**src/rtl/gpio_in_pkg.sv**
```systemverilog
// ============================================================================
// Module  : gpio_in_pkg
// Brief   : Shared GPIO bank codes and warm-up constant.
// Revision: 1.0
// ============================================================================
`default_nettype none

package gpio_in_pkg;

    typedef enum logic [1:0] {
        BANK_DATA = 2'd0,
        BANK_FLAG = 2'd1,
        BANK_MASK = 2'd2,
        BANK_RSVD = 2'd3
    } gpio_bank_e;

    // Edge detection is armed only once the warm-up counter reaches this value.
    localparam logic [1:0] c_WARM_DONE = 2'd3;

endpackage

`default_nettype wire

```
**src/rtl/gpio_in_sync.sv**
```systemverilog
// ============================================================================
// Module  : gpio_sync
// Brief   : Two-flop synchronizer, cleared to zero on reset.
// Revision: 1.0
// ============================================================================
`default_nettype none

module gpio_sync #(
    parameter int width = 8
) (
    input  logic             clk,
    input  logic             reset,
    input  logic [width-1:0] i_d,
    output logic [width-1:0] o_q
);

    logic [width-1:0] r_s1;
    logic [width-1:0] r_s2;

    always_ff @(posedge clk) begin
        if (reset) begin
            r_s1 <= '0;
            r_s2 <= '0;
        end else begin
            r_s1 <= i_d;
            r_s2 <= r_s1;
        end
    end

    assign o_q = r_s2;

endmodule

`default_nettype wire

```
**src/rtl/gpio_in.sv**
```systemverilog
// ============================================================================
// Module  : gpio_in
// Brief   : Synchronized GPIO input port with sticky change flags and IRQ mask.
// Revision: 1.0
// ============================================================================
`default_nettype none

module gpio_in
    import gpio_in_pkg::*;
#(
    parameter int size     = 1,
    parameter int size_idx = 1
) (
    input  logic                  clk,
    input  logic                  reset,
    input  logic                  read,
    input  logic                  write,
    output logic                  ready_r,
    output logic                  ready_w,
    input  logic [size_idx+1:0]   address,
    input  logic [7:0]            data_in,
    output logic [7:0]            data_out,
    input  logic [size*8-1:0]     port_in,
    output logic                  irq
);

    localparam int c_WIDTH = size * 8;

    logic [c_WIDTH-1:0]  w_s2;
    logic [c_WIDTH-1:0]  r_s3;
    logic [c_WIDTH-1:0]  r_flag;
    logic [c_WIDTH-1:0]  r_mask;
    logic [1:0]          r_warm;
    logic [7:0]          r_data_out;
    logic                r_ready_r;
    logic                r_ready_w;
    logic                r_irq;

    gpio_bank_e          w_bank;
    logic [size_idx-1:0] w_idx;
    logic [7:0]          w_rdata;
    logic [c_WIDTH-1:0]  w_clr;
    logic [c_WIDTH-1:0]  w_set;
    logic [c_WIDTH-1:0]  w_mask_nxt;

    gpio_sync #(
        .width (c_WIDTH)
    ) u_sync (
        .clk   (clk),
        .reset (reset),
        .i_d   (port_in),
        .o_q   (w_s2)
    );

    assign w_bank = gpio_bank_e'(address[size_idx+1 -: 2]);
    assign w_idx  = address[size_idx-1:0];

    // Indices at or beyond size match no byte, so they read zero and drop writes.
    always_comb begin
        w_rdata    = 8'h00;
        w_clr      = '0;
        w_mask_nxt = r_mask;
        for (int i = 0; i < size; i++) begin
            if (w_idx == size_idx'(i)) begin
                case (w_bank)
                    BANK_DATA: w_rdata = w_s2[i*8 +: 8];
                    BANK_FLAG: w_rdata = r_flag[i*8 +: 8];
                    BANK_MASK: w_rdata = r_mask[i*8 +: 8];
                    default:   w_rdata = 8'h00;
                endcase
                if (write && (w_bank == BANK_FLAG)) begin
                    w_clr[i*8 +: 8] = data_in;
                end
                if (write && (w_bank == BANK_MASK)) begin
                    w_mask_nxt[i*8 +: 8] = data_in;
                end
            end
        end
    end

    assign w_set = (r_warm == c_WARM_DONE) ? (w_s2 ^ r_s3) : '0;

    always_ff @(posedge clk) begin
        if (reset) begin
            r_s3       <= '0;
            r_flag     <= '0;
            r_mask     <= '0;
            r_warm     <= 2'd0;
            r_data_out <= 8'h00;
            r_ready_r  <= 1'b0;
            r_ready_w  <= 1'b0;
            r_irq      <= 1'b0;
        end else begin
            r_s3      <= w_s2;
            // A new edge wins over a same-cycle clear of the same bit.
            r_flag    <= (r_flag & ~w_clr) | w_set;
            r_mask    <= w_mask_nxt;
            r_ready_r <= read;
            r_ready_w <= write;
            r_irq     <= |(r_flag & r_mask);
            if (r_warm != c_WARM_DONE) begin
                r_warm <= r_warm + 2'd1;
            end
            if (read) begin
                r_data_out <= w_rdata;
            end
        end
    end

    assign ready_r  = r_ready_r;
    assign ready_w  = r_ready_w;
    assign data_out = r_data_out;
    assign irq      = r_irq;

endmodule

`default_nettype wire
```
**config.mk**
```make
export PLATFORM = sky130hd
export DESIGN_NAME = gpio_in
export DESIGN_NICKNAME = d
export VERILOG_FILES = /design/src/rtl/gpio_in_pkg.sv /design/src/rtl/gpio_in_sync.sv /design/src/rtl/gpio_in.sv
export SDC_FILE = /design/constraint.sdc
export NUM_CORES = 1
export LEC_CHECK = 0
export CAP_MARGIN = 20
export CORE_MARGIN = 5
export CORE_UTILIZATION = 50
export DETAILED_ROUTE_END_ITERATION = 7
export PLACE_DENSITY = 0.76
export SLEW_MARGIN = 20
export SYNTH_ARGS = -nofsm -noshare
export SYNTH_HDL_FRONTEND = slang
export SYNTH_SLANG_ARGS = --single-unit
export TNS_END_PERCENT = 20
```
**constraint.sdc**
```tcl
create_clock -name clk -period 2.7 [get_ports clk]
set_clock_uncertainty 0.05 [all_clocks]
set_input_delay 0.54 -clock clk [delete_from_list [all_inputs] [get_ports clk]]
set_output_delay 0.54 -clock clk [all_outputs]
set_load 0.02 [all_outputs]
```
==> impl_metrics.env <==
export IMPL_antennaDiodeCount=0
export IMPL_finalNonFillerCells=271
export IMPL_grt_use_total_pct=16.76
export IMPL_drt_iter0_drc=63
export IMPL_worstSetupPathType="primary input to flip-flop"
export IMPL_dieArea_um2=5358
export IMPL_cp_slowest_cell="clkdlybuf4s50_1"
export IMPL_nFillCells=330
export IMPL_die_h_um=73.20
export IMPL_syn_area_per_cell_um2=10.62
export IMPL_syn_cell_area_um2=1997
export IMPL_start_util_pct=50.65
export IMPL_p_per_area_nw_per_um2=581.2
export IMPL_rsz0062_at_grt="false"
export IMPL_finalCritPeriodShare_pct=74.51
export IMPL_final_common_cell="dfxtp_1"
export IMPL_vias=1472
export IMPL_slew_violations=0
export IMPL_outcome="completed"
export IMPL_dp_cells=263
export IMPL_clk_latency_ns=0.30
export IMPL_root_buffer="clkbuf_8"
export IMPL_fin_tns_setup_ns=0
export IMPL_drt_first_pass_iters=5
export IMPL_grt_max_degree=28
export IMPL_placed_area_um2=2351
export IMPL_cts_buffers=5
export IMPL_final_area_um2=2450
export IMPL_clock_sinks=53
export IMPL_tightest_slew_ns=0.5806
export IMPL_crit_required_ns=2.85
export IMPL_gp_congestion=0.7436
export IMPL_p_leak_nw=0.9204
export IMPL_nNetsFinal=244
export IMPL_grt_overflow=0
export IMPL_crit_path_end_kind="flip-flop"
export IMPL_period_needed_ns=2.012
export IMPL_mostFrequentLayoutCells="dfxtp_1 (53), nor2b_1 (36), clkdlybuf4s50_1 (33)"
export IMPL_rr_startpoint="r_warm[0]"
export IMPL_routed_wl_mm=4.082
export IMPL_critical_path_top_delay_family="buffers and inverters"
export IMPL_cts_setup_buffers=0
export IMPL_core_area_um2=3943
export IMPL_htreeDepth=2
export IMPL_area_growth_pct=22.68
export IMPL_grt_first_pass_wirelength_mm=6.906
export IMPL_postCtsResizedCells=0
export IMPL_endpoint="r_flag[2]"
export IMPL_yosysTopAreaCell="dfxtp_1"
export IMPL_io_pins=34
export IMPL_path_depth=5
export IMPL_ctsHoldBuffers=0
export IMPL_synth_nets=212
export IMPL_critPathBufInv=2
export IMPL_drive_gt1_share_pct=9.050
export IMPL_reg2reg_slack_ns=1.26
export IMPL_peakVddDrop_v=0.0003611
export IMPL_hpwl_mm=2.985
export IMPL_cts_tree="done"
export IMPL_antenna_found_initial=0
export IMPL_cp_startpoint="address[1]"
export IMPL_clk_pin_slew_ns=0.09
export IMPL_hold_viol_final=0
export IMPL_yosysUniqueCellTypes=24
export IMPL_chipWidth_um=73.20
export IMPL_drc_errors=0
export IMPL_path_cells="clkdlybuf4s50_1 > nor4bb_1 > buf_4 > nand2_1 > a32o_1"
export IMPL_wl_per_cell_um=15.06
export IMPL_relSlewSlack_pct=61.21
export IMPL_clock_fmax_ghz=0.4971
export IMPL_synth_area_top_cells="dfxtp_1 (53%), nor2b_1 (11%), mux2i_1 (4.5%), mux2_2 (4.5%), a32o_1 (4.0%)"
export IMPL_std_cell_rows=23
export IMPL_synth_top_cell_area_share_pct=53.13
export IMPL_setup_violations_final=0
export IMPL_reg2reg_depth=3
export IMPL_r2r_end="r_flag[3]"
export IMPL_clockBufferDepth=2
export IMPL_avgViaCountPerCell=5.432
export IMPL_yosysSeqAreaShare_pct=53.13
export IMPL_ys_warn_count=0
export IMPL_worstPathArrival_ns=2.16
export IMPL_cap_viol_max_count=0
export IMPL_grt_pass1_vias=1438
export IMPL_startpoint_type="primary input"
export IMPL_hp_class="flip-flop to flip-flop"
export IMPL_slowest_delay_ns=0.75
export IMPL_ant_nets=0
export IMPL_crit_fanout=12
export IMPL_io_buffers=33
export IMPL_ys_ff_latch=53
export IMPL_synthCells=188
[synthesized netlist by cell type]
library cell	number
xor2_1	9
inv_1	2
clkbuf_2	1
and2b_1	1
and4bb_2	1
mux2i_1	9
clkbuf_8	1
ha_1	1
buf_1	2
mux2_2	8
nor4bb_1	1
nor2_1	10
a221oi_1	8
a21oi_1	8
a32o_1	8
buf_2	1
nor3_1	8
buf_6	1
nor2b_1	36
clkbuf_1	5
dfxtp_1	53
a22oi_1	4
a41oi_1	1
nand2_1	9
[worst register-to-register path, delay by kind of cell, from the launching register on]
| family | cells | cell delay (ns) |
|---|---|---|
| and+or+nand+nor | 1 | 0.51 |
| DFF | 1 | 0.38 |
| adders and majority gates | 1 | 0.24 |
| AOI/OAI and AO/OA | 1 | 0.21 |
[how the worst min path moves through the flow]
stage                              start            end  slack [ns]  cells past startpoint
final                     u_sync.r_s1[5]  u_sync.o_q[5]        0.39                      1
after global routing      u_sync.r_s1[2]  u_sync.o_q[2]        0.41                      1
after CTS                 u_sync.r_s1[7]  u_sync.o_q[7]        0.40                      1
after detailed placement  u_sync.r_s1[7]  u_sync.o_q[7]        0.38                      1
after global placement    u_sync.r_s1[5]  u_sync.o_q[5]        0.37                      1
after floorplan           u_sync.r_s1[0]  u_sync.o_q[0]        0.36                      1
[power by group]
part | internal (mW) | switching, mW
clock network | 0.211 | 0.252
logic | 0.0722 | 0.0608
registers | 0.810 | 0.0175
total | 1.09 | 0.330
[registers in the layout (all words and copies together), names as in the netlist]
register,count
r_mask,8
ready_r,1
data_out,8
ready_w,1
r_warm,2
r_s3,8
irq,1
r_flag,8
u_sync.o_q,8
u_sync.r_s1,8
[per-layer routing]
metal  up-vias  track usage [%]  routed length [um]
met3         6            4.821                 208
met4         0            4.918                  46
met2        38            28.70                2097
met1       709            20.24                1730
li1        719                -                   -
met5         -                0                   0
[logic make-up (layout without fill, tap and decap cells)]
logic type               Yosys count  after routing  synth area share [%]
buffers and inverters             13             46                 3.446
multiplexers                      17             17                 9.023
XOR/XNOR                           9              9                 3.948
AO/OA/AOI/OAI                     29             29                 11.47
adder cells (fa/ha/maj)            1              1                0.6265
flip-flops                        53             53                 53.13
AND/OR/NAND/NOR                   66             66                 18.36
[metrics by stage]
step           worst slack [ns]  hold WS (ns)  utilization, %  power [mW]
4_1_cts                  0.6780        0.3993           62.14       1.442
6_report                 0.6884        0.3944           62.14       1.424
5_1_grt                  0.6243        0.4124           62.14       1.494
2_1_floorplan             1.205        0.3638               -      0.9192
3_3_place_gp             0.4821        0.3742           59.63      0.9706
3_5_place_dp             0.3538        0.3764           59.63      0.9796
[area by class of cell]
type                            instances  area (um^2)  area share [%]
Clock buffer                            6        82.58           3.371
Multi-Input combinational cell        122        867.1           35.39
Sequential cell                        53         1061           43.31
Inverter                                2        7.507          0.3064
Clock inverter                          2        16.27          0.6639
Tap cell                               50        62.56           2.554
Timing Repair Buffer                   36        352.8           14.40
Note: power is estimated with default switching activity, not from simulation.
